==> src/rtl/gpio_irq_sequencer.sv <==
// GPIO interrupt sequencer: initialises a GPIO slave, then captures its data register
// on each interrupt, acknowledges it, and queues the samples for the CPU.
module gpio_irq_sequencer #(
   parameter logic [31:0] INIT_ENABLE = 32'hFFFF_FFFF,
   parameter logic [31:0] INIT_MASK   = 32'h0000_0000,
   parameter logic [31:0] INIT_POL    = 32'h0000_0000,
   parameter int          FIFO_DEPTH  = 4
) (
   input  logic        clk,
   input  logic        reset_n,
   output logic [4:0]  m_address,
   output logic        m_write,
   output logic [31:0] m_writedata,
   input  logic [31:0] m_readdata,
   input  logic        gpio_irq,
   input  logic [3:0]  avs_address,
   input  logic        avs_read,
   input  logic        avs_write,
   input  logic [31:0] avs_writedata,
   output logic [31:0] avs_readdata,
   output logic        cpu_irq
);

   localparam int AW = $clog2(FIFO_DEPTH);
   localparam int CW = $clog2(FIFO_DEPTH + 1);

   typedef enum logic [2:0] {
      ST_INIT_EN, ST_INIT_MASK, ST_INIT_POL, ST_IDLE,
      ST_CAPTURE, ST_ACK, ST_HOLD1, ST_HOLD2
   } state_t;

   state_t          state, state_next;
   logic            wr_int;
   logic [4:0]      addr_int;
   logic [31:0]     data_int;

   logic [31:0]     mem [FIFO_DEPTH];
   logic [AW-1:0]   wr_ptr, rd_ptr;
   logic [CW-1:0]   count;
   logic            overflow, run;
   logic            push, push_ok, pop, ovf_set, ovf_clr;
   logic            unused_ok;

   assign unused_ok = ^{avs_writedata[31:17], avs_writedata[15:1]};

   // NOTE: sequential state uses non-blocking (<=) so every flop samples pre-edge values.
   always_ff @(posedge clk or negedge reset_n) begin
      if (!reset_n) state <= ST_INIT_EN;
      else          state <= state_next;
   end

   // NOTE: every output of this block gets a default first, so no path can infer a latch.
   always_comb begin
      state_next = state;
      wr_int     = 1'b0;
      addr_int   = 5'd0;
      data_int   = 32'd0;
      case (state)
         ST_INIT_EN:   begin wr_int = 1'b1; addr_int = 5'd4;  data_int = INIT_ENABLE; state_next = ST_INIT_MASK; end
         ST_INIT_MASK: begin wr_int = 1'b1; addr_int = 5'd8;  data_int = INIT_MASK;   state_next = ST_INIT_POL;  end
         ST_INIT_POL:  begin wr_int = 1'b1; addr_int = 5'd12; data_int = INIT_POL;    state_next = ST_IDLE;      end
         ST_IDLE:      if (gpio_irq && run) state_next = ST_CAPTURE;
         ST_CAPTURE:   state_next = ST_ACK;
         ST_ACK:       begin wr_int = 1'b1; addr_int = 5'd16; state_next = ST_HOLD1; end
         ST_HOLD1:     state_next = ST_HOLD2;
         ST_HOLD2:     state_next = ST_IDLE;
         default:      state_next = ST_INIT_EN;
      endcase
   end

   // Reset sits in INIT_EN, so the master bus is gated to stay quiet while reset_n is low.
   assign m_write     = wr_int & reset_n;
   assign m_address   = reset_n ? addr_int : 5'd0;
   assign m_writedata = reset_n ? data_int : 32'd0;

   assign push    = (state == ST_CAPTURE);
   assign pop     = avs_read && (avs_address == 4'd0) && (count != '0);
   assign push_ok = push && ((count != CW'(FIFO_DEPTH)) || pop);
   assign ovf_set = push && !push_ok;
   assign ovf_clr = avs_write && (avs_address == 4'd4) && avs_writedata[16];

   // NOTE: sample storage carries no reset; count and pointers alone decide what is valid.
   always_ff @(posedge clk) begin
      if (push_ok) mem[wr_ptr] <= m_readdata;
   end

   always_ff @(posedge clk or negedge reset_n) begin
      if (!reset_n) begin
         wr_ptr   <= '0;
         rd_ptr   <= '0;
         count    <= '0;
         overflow <= 1'b0;
         run      <= 1'b1;
      end else begin
         if (push_ok) wr_ptr <= wr_ptr + AW'(1);
         if (pop)     rd_ptr <= rd_ptr + AW'(1);
         count <= count + CW'(push_ok) - CW'(pop);
         if (ovf_set)      overflow <= 1'b1;
         else if (ovf_clr) overflow <= 1'b0;
         if (avs_write && (avs_address == 4'd8)) run <= avs_writedata[0];
      end
   end

   always_comb begin
      avs_readdata = 32'd0;
      case (avs_address)
         4'd0:    if (count != '0) avs_readdata = mem[rd_ptr];
         4'd4:    avs_readdata = {15'd0, overflow, 11'd0, 5'(count)};
         4'd8:    avs_readdata = {31'd0, run};
         default: avs_readdata = 32'd0;
      endcase
   end

   assign cpu_irq = (count != '0);

endmodule

==> config.mk <==
export PLATFORM = sky130hd
export DESIGN_NAME = gpio_irq_sequencer
export DESIGN_NICKNAME = d
export VERILOG_FILES = /design/src/rtl/gpio_irq_sequencer.sv
export SDC_FILE = /design/constraint.sdc
export NUM_CORES = 1
export LEC_CHECK = 0
export ABC_AREA = 1
export CORE_MARGIN = 4
export CORE_UTILIZATION = 40
export DETAILED_ROUTE_END_ITERATION = 10
export PLACE_DENSITY = 0.67
export RECOVER_POWER = 25
export SYNTH_ARGS = -nofsm -noshare
export SYNTH_HDL_FRONTEND = slang
export SYNTH_SLANG_ARGS = --single-unit
==> constraint.sdc <==
create_clock -name clk -period 4.48 [get_ports clk]
set_input_delay 0.896 -clock clk [delete_from_list [all_inputs] [get_ports clk]]
set_output_delay 0.896 -clock clk [all_outputs]
set_load 0.05 [all_outputs]
==> results of run 1 <==
==> final cells by class <==
class                      instances  area (sq um)  share of cell area, %
multi-input combinational        295          1400                   17.7
inverter                          23          86.3                   1.09
sequential                       140          4150                   52.2
timing repair buffer             122          1510                   19.0
tap                              184           230                   2.90
clock inverter                    15           148                   1.86
clock buffer                      17           425                   5.35
==> worst min-delay path, delay by kind of cell, from the launching register on <==
kind            cells  cell delay [ps]
simple gates        1               50
compound gates      1               70
flops               1              340
==> power groups by stage <==
stage	combinational [mW]	sequential, mW	clock [mW]
2_1_floorplan	0.743	1.52	0
3_3_place_gp	0.926	1.58	0
3_5_place_dp	0.959	1.59	0
4_1_cts	0.963	1.56	1.35
5_1_grt	1.06	1.57	1.40
6_report	0.950	1.56	1.33
==> routing by layer <==
metal / wire length [um] / part of all wire (%) / track usage (%) / up-vias
met4: 172 / 1.3 / 5.07 / 2
met1: 5370 / 41 / 18.6 / 1926
li1: - / - / - / 1909
met2: 6380 / 49 / 26.9 / 171
met5: 13 / 0.10 / 0 / -
met3: 1010 / 7.8 / 4.46 / 17
==> metrics by stage <==
stage	hold slack, ps	power (mW)	area, sq um	utilization, %
finish	497	3.84	7950	54.5
global route	519	4.03	7950	54.5
CTS	498	3.87	7950	54.5
detailed placement	484	2.54	7380	50.6
global placement	475	2.51	7380	50.6
floorplan	453	2.27	5980	-
==> state kept, by name, summed over array words and instances, names as in the netlist <==
name / cells
state: 3
rd_ptr: 2
overflow: 1
count: 3
wr_ptr: 2
mem: 128
run: 1
==> cell usage in the layout, fill, tap and decap left out, types with 15 or more instances in the layout <==
cell type	netlist	routed
edfxtp_1	128	128
o21ai_0	54	54
nand2_1	35	35
dlygate4sd3_1	0	21
clkbuf_16	0	17
inv_1	20	20
buf_12	0	33
clkdlybuf4s50_1	0	53
o21ai_1	15	15
a21oi_1	31	31
nor2_1	130	126
==> worst max-delay path by stage <==
| stage | start | to | slack, ps | depth (start not counted) |
|---|---|---|---|---|
| CTS | rd_ptr[1]$_DFFE_PN0P_ | avs_readdata[17] | 500 | 5 |
| detailed placement | avs_address[3] | avs_readdata[5] | 560 | 6 |
| floorplan | reset_n | m_writedata[10] | 690 | 3 |
| global placement | avs_address[3] | avs_readdata[5] | 560 | 6 |
| global route | rd_ptr[1]$_DFFE_PN0P_ | avs_readdata[17] | 380 | 5 |
| finish | rd_ptr[1]$_DFFE_PN0P_ | avs_readdata[5] | 560 | 5 |
==> cells by family after synthesis <==
logic type,Yosys count,synth area share (%)
compound gates,102,8.61
xor+xnor,3,0.440
fa+ha+maj,7,1.59
buf+inv,78,7.77
flops,140,69.4
other cells,1,0.0628
simple gates,181,12.1
==> metrics.cfg, run 1 <==
[outcome]
outcome=complete, no violations

[floorplanning]
die_area_sq_um=17000
fp-row-count=44
num_io_pins=144
die_y_um=130
die_w_um=130
core_area_sq_um=14600
start_util_pct=41.0

[cts]
h-tree-depth=4
clock-sinks=140
cts_tree=done
root_buffer=clkbuf_16
postCtsSetupRepairBufs=0
max-clock-path-buffers=2
hold_buffers=0
clk_latency_ps=410
cts_resized=0
path_clk_slew_ps=60
numCtsBuffers=17

[synthesis]
synth_edf_count=128
yosysWarnings=0
synth_top_area_cell=edfxtp_1
synthTopCellsByArea=edfxtp_1 64%, nor2_1 8.2%, dfrtp_1 4.6%
synth_top_area_share_pct=64.3
synthTopCellsByCount=130 x nor2_1, 128 x edfxtp_1, 54 x o21ai_0
syn_inst=512
avgSynthCellArea_sq_um=11.7
yosys_most_used_dff=edfxtp_1
synth_cell_types=30
ys_ff_latch=140
synthArstFlopShare_pct=8.57
yosysMostFrequentCell=nor2_1
seq_area_frac_synth_pct=69.4
syn_area_sq_um=5970

[critical_path]
crit_chain=inv_2, nor2_1, o21ai_0, a21oi_1, clkdlybuf4s50_1
r2r_slack_ps=1920
critPathSlowestCell=clkdlybuf4s50_1
end_kind=output pin
r2r_cells=10
critPathRequiredTime_ps=3580
cp_data_arrival_time_ps=3030
crit_buf_inv=2
worstReg2RegEnd=count[2]$_DFF_PN0_
crit_path_max_incr_delay_ps=850
reg2reg_from=state[0]$_DFFE_PN0P_
cpLargestDelayFamily=buffers and inverters
cp_max_fo=37
start_kind=register
crit_type=register to output pin

[pwr]
power.share.combinational_pct=24.8
power.density_nw_per_um2=482
pwr-share-seq_pct=40.6
p_switching_mw=1.22
internal_power_mw=2.61
swShare_pct=31.9
leakage_nw=2.83
peakVddDrop_uv=275
clockPowerShare_pct=34.6

[routing]
vias_per_cell=5.06
via_count=4025
drc=0
post_drt_wl_per_cell_um=16.3
drt_iter0_drc=287
ant_nets=0
first_pass_iters=5
wl_mm=12.9

[timing]
fin_crit_sh_pct=87.6
worst_slack_ps=556
maxSlewViolCount=0
fin_crit_ps=3920
fmax_mhz=255
tns_ps=0
clock_skew_ps=9.75
setup_viol=0
hold_viol=0
slew_headroom_pct=49.7
rsz0062_at_grt=false
tightest_slew_ps=754

[grt]
grt_pass1_wl_mm=19.9
grt_max_degree=39
grt.overflow.total=0
grt_pass1_vias=4001
antenna_found_initial=1
grt.total_usage_pct=15.5

[finish]
diodes=0
nFillCells=1129
final_cells=796
area_growth_pct=33.1
drive_gt1_share_pct=14.7
fin_nets=679

[placement]
io_buffers=111
placed_cells=764
place.gp.congestion=0.729
dp_slack_ps=562
place_hpwl_mm=7.89

[hold_path]
whs_endpoint=overflow$_DFFE_PN0P_
hold_depth=2
hp-class=register to register
min_from=overflow$_DFFE_PN0P_

[job]
cap_viol_max_count=0

(Power assumes the default switching activity.)
==> inputs of run 2 (changes only) <==
--- a/config.mk
+++ b/config.mk
@@ -5,7 +5,6 @@
 export SDC_FILE = /design/constraint.sdc
 export NUM_CORES = 1
 export LEC_CHECK = 0
-export ABC_AREA = 1
 export CORE_MARGIN = 4
 export CORE_UTILIZATION = 40
 export DETAILED_ROUTE_END_ITERATION = 10
==> run 2 against run 1 <==
Effect of this change: non-clock buffer count rose by 2; sequential share of layout area is 1.5 points lower; first-iteration DRC count shrank 37%; sequential power up 3%; clock skew down 2.3 ps; routed wire length shrank 4.9%; synthesized cell count down 39%.
==> metrics.cfg, run 2 <==
[routing]
drc=0  ; unchanged
wl_mm=12.3  ; -4.9%
ant_nets=0  ; unchanged
via_count=3125  ; -22%
post_drt_wl_per_cell_um=20.4  ; +26%
vias_per_cell=5.18  ; +2.5%
first_pass_iters=4  ; -1
drt_iter0_drc=182  ; -37%

[synthesis]
yosys_most_used_dff=edfxtp_1
synth_cell_types=34  ; +13%
synth_top_area_share_pct=65.8  ; +1.4 points
avgSynthCellArea_sq_um=18.6  ; +59%
synth_top_family_by_area=multiplexers
synth_edf_count=128  ; unchanged
syn_area_sq_um=5840  ; -2.2%
synth-compound-area-share_pct=1.46  ; -7.2 points
synthXorXnorAreaFrac_pct=0.899  ; +0.46 points
synth_fa_ha_area_share_pct=1.63  ; +0.036 points
synthArstFlopShare_pct=8.57  ; unchanged
seq_area_frac_synth_pct=70.9  ; +1.6 points
yosysWarnings=0  ; unchanged
synth.area.mux_share_pct=12.7  ; +13 points
yosysMostFrequentCell=edfxtp_1
ys_ff_latch=140  ; unchanged
synthTopCellsByCount=128 x edfxtp_1, 36 x buf_4, 32 x mux4_2
syn_inst=314  ; -39%
yosys.area_share.simple_pct=6.38  ; -5.8 points
synth_top_area_cell=edfxtp_1
synthTopCellsByArea=edfxtp_1 66%, mux4_2 12%, dfrtp_1 4.7%

[floorplanning]
fp-row-count=43  ; -2.3%
num_io_pins=144  ; unchanged
die_area_sq_um=16600  ; -2.1%
start_util_pct=41.5  ; +0.50 points
die_y_um=129  ; -1.0%
die_w_um=129  ; -1.0%
core_area_sq_um=14100  ; -3.4%

[timing]
tns_ps=0  ; unchanged
rsz0062_at_grt=false
maxSlewViolCount=0  ; unchanged
worst_slack_ps=902  ; +345 ps
fin_crit_ps=3580  ; -345 ps
slew_headroom_pct=41.4  ; -8.3 points
clock_skew_ps=7.40  ; -2.35 ps
setup_viol=0  ; unchanged
hold_viol=0  ; unchanged
tightest_slew_ps=880  ; +126 ps
fin_crit_sh_pct=79.9  ; -7.7 points
fmax_mhz=279  ; +9.7%

[critical_path]
reg2reg_from=count[0]$_DFF_PN0_
cp_data_arrival_time_ps=2680  ; -350 ps
r2r_cells=10  ; unchanged
cp_max_fo=15  ; -59%
end_kind=output pin
worstReg2RegEnd=count[2]$_DFF_PN0_
critPathRequiredTime_ps=3580  ; about the same
r2r_slack_ps=1560  ; -360 ps
cp-startpoint=reset_n
start_kind=primary input
crit_type=primary input to output pin

[finish]
largestRegisters=mem x128, count x3, state x3
largest_register_ffs=128  ; unchanged
diodes=0  ; unchanged
final_area_sq_um=8190  ; +3.0%
final_cells=603  ; -24%
final_cell_mix=128 x edfxtp_1, 61 x buf_12, 32 x mux4_2
final_common_cell=edfxtp_1
area_growth_pct=40.2
drive_gt1_share_pct=35.0  ; +20 points
final_util_pct=58.1  ; +3.6 points
fin_nets=490  ; -28%
regMostFlops=mem

[outcome]
outcome=complete, no violations

[cts]
clk_latency_ps=410  ; about the same
cts_tree=done
numCtsBuffers=17  ; unchanged
h-tree-depth=4  ; unchanged
cts_resized=0  ; unchanged
postCtsSetupRepairBufs=0  ; unchanged
root_buffer=clkbuf_16
max-clock-path-buffers=2  ; unchanged
hold_buffers=0  ; unchanged
path_clk_slew_ps=50  ; about the same
clock-sinks=140  ; unchanged

[placement]
dp_slack_ps=782  ; +221 ps
place_hpwl_mm=7.81  ; -1.0%
placed_cells=571  ; -25%
io_buffers=111  ; unchanged
place_area_sq_um=7590  ; +2.8%
place.gp.congestion=0.730  ; +0.12%

[hold_path]
hp-class=register to register
min_from=overflow$_DFFE_PN0P_
whs_endpoint=overflow$_DFFE_PN0P_
hold_depth=1  ; -1

[pwr]
power.share.combinational_pct=23.3  ; -1.5 points
swShare_pct=27.0  ; -4.9 points
p_switching_mw=1.07  ; -13%
peakVddDrop_uv=287  ; +4.6%
power.density_nw_per_um2=483  ; +0.11%
clockPowerShare_pct=36.0  ; +1.4 points
pwr-share-seq_pct=40.7  ; about the same
leakage_nw=2.94  ; +3.9%
internal_power_mw=2.89  ; +11%

[grt]
grt.overflow.total=0  ; unchanged
grt_pass1_vias=3388  ; -15%
grt.total_usage_pct=15.7  ; +0.20 points
antenna_found_initial=1  ; unchanged
grt_pass1_wl_mm=19.0  ; -4.4%
grt_max_degree=34  ; -13%

[job]
cap_viol_max_count=0  ; unchanged

-- run 2: cell families (layout without fill, tap and decap cells) --
family / Yosys count / after routing
compound gates: 9 / 9
xor+xnor: 6 / 6
fa+ha+maj: 7 / 7
buf+inv: 56 / 164
flops: 140 / 140
mux: 34 / 34
other cells: 1 / 2
simple gates: 61 / 61
-- run 2: worst max path at each step --
stage | to | slack (ps) | cells after the start
final | m_address[3] | 900 | 5
after global routing | m_address[3] | 750 | 5
after CTS | avs_readdata[4] | 920 | 5
after detailed placement | count[2]$_DFF_PN0_ | 780 | 10
after global placement | count[2]$_DFF_PN0_ | 820 | 10
after floorplan | m_writedata[10] | 710 | 3
-- run 2: power by group through the flow --
| stage | logic (mW) | clock network [mW] | registers [mW] |
|---|---|---|---|
| 2_1_floorplan | 0.722 | 0 | 1.53 |
| 3_3_place_gp | 0.917 | 0 | 1.64 |
| 3_5_place_dp | 0.934 | 0 | 1.64 |
| 4_1_cts | 0.942 | 1.45 | 1.62 |
| 5_1_grt | 0.983 | 1.52 | 1.63 |
| 6_report | 0.921 | 1.42 | 1.61 |
-- run 2: metrics by stage --
step	total power, mW	hold slack (ps)
2_1_floorplan	2.25	456
3_3_place_gp	2.55	485
3_5_place_dp	2.58	482
4_1_cts	4.01	500
5_1_grt	4.13	525
6_report	3.96	508
-- run 2: routing by layer --
layer  wire length, um  GRT usage (%)  up-vias
met3               806           5.48       17
met4               150           5.19        2
met5                 7              0        -
met2              6020           24.8      118
met1              5330           20.5     1594
li1                  -              -     1394
-- run 2: cell type report --
class	instances	area, sq um
Inverter	8	30.0
Timing Repair Buffer	124	1810
Sequential cell	140	4150
Clock buffer	18	429
Clock inverter	14	175
Tap cell	180	225
Multi-Input combinational cell	119	1370
Fill cell	1066	5900
-- run 2: worst max-delay path, stage by stage --
cell             delay [ps]
dlygate4sd3_1           520
buf_4                   210
nand2b_1                120
nor2_1                  110
clkdlybuf4s50_1         820
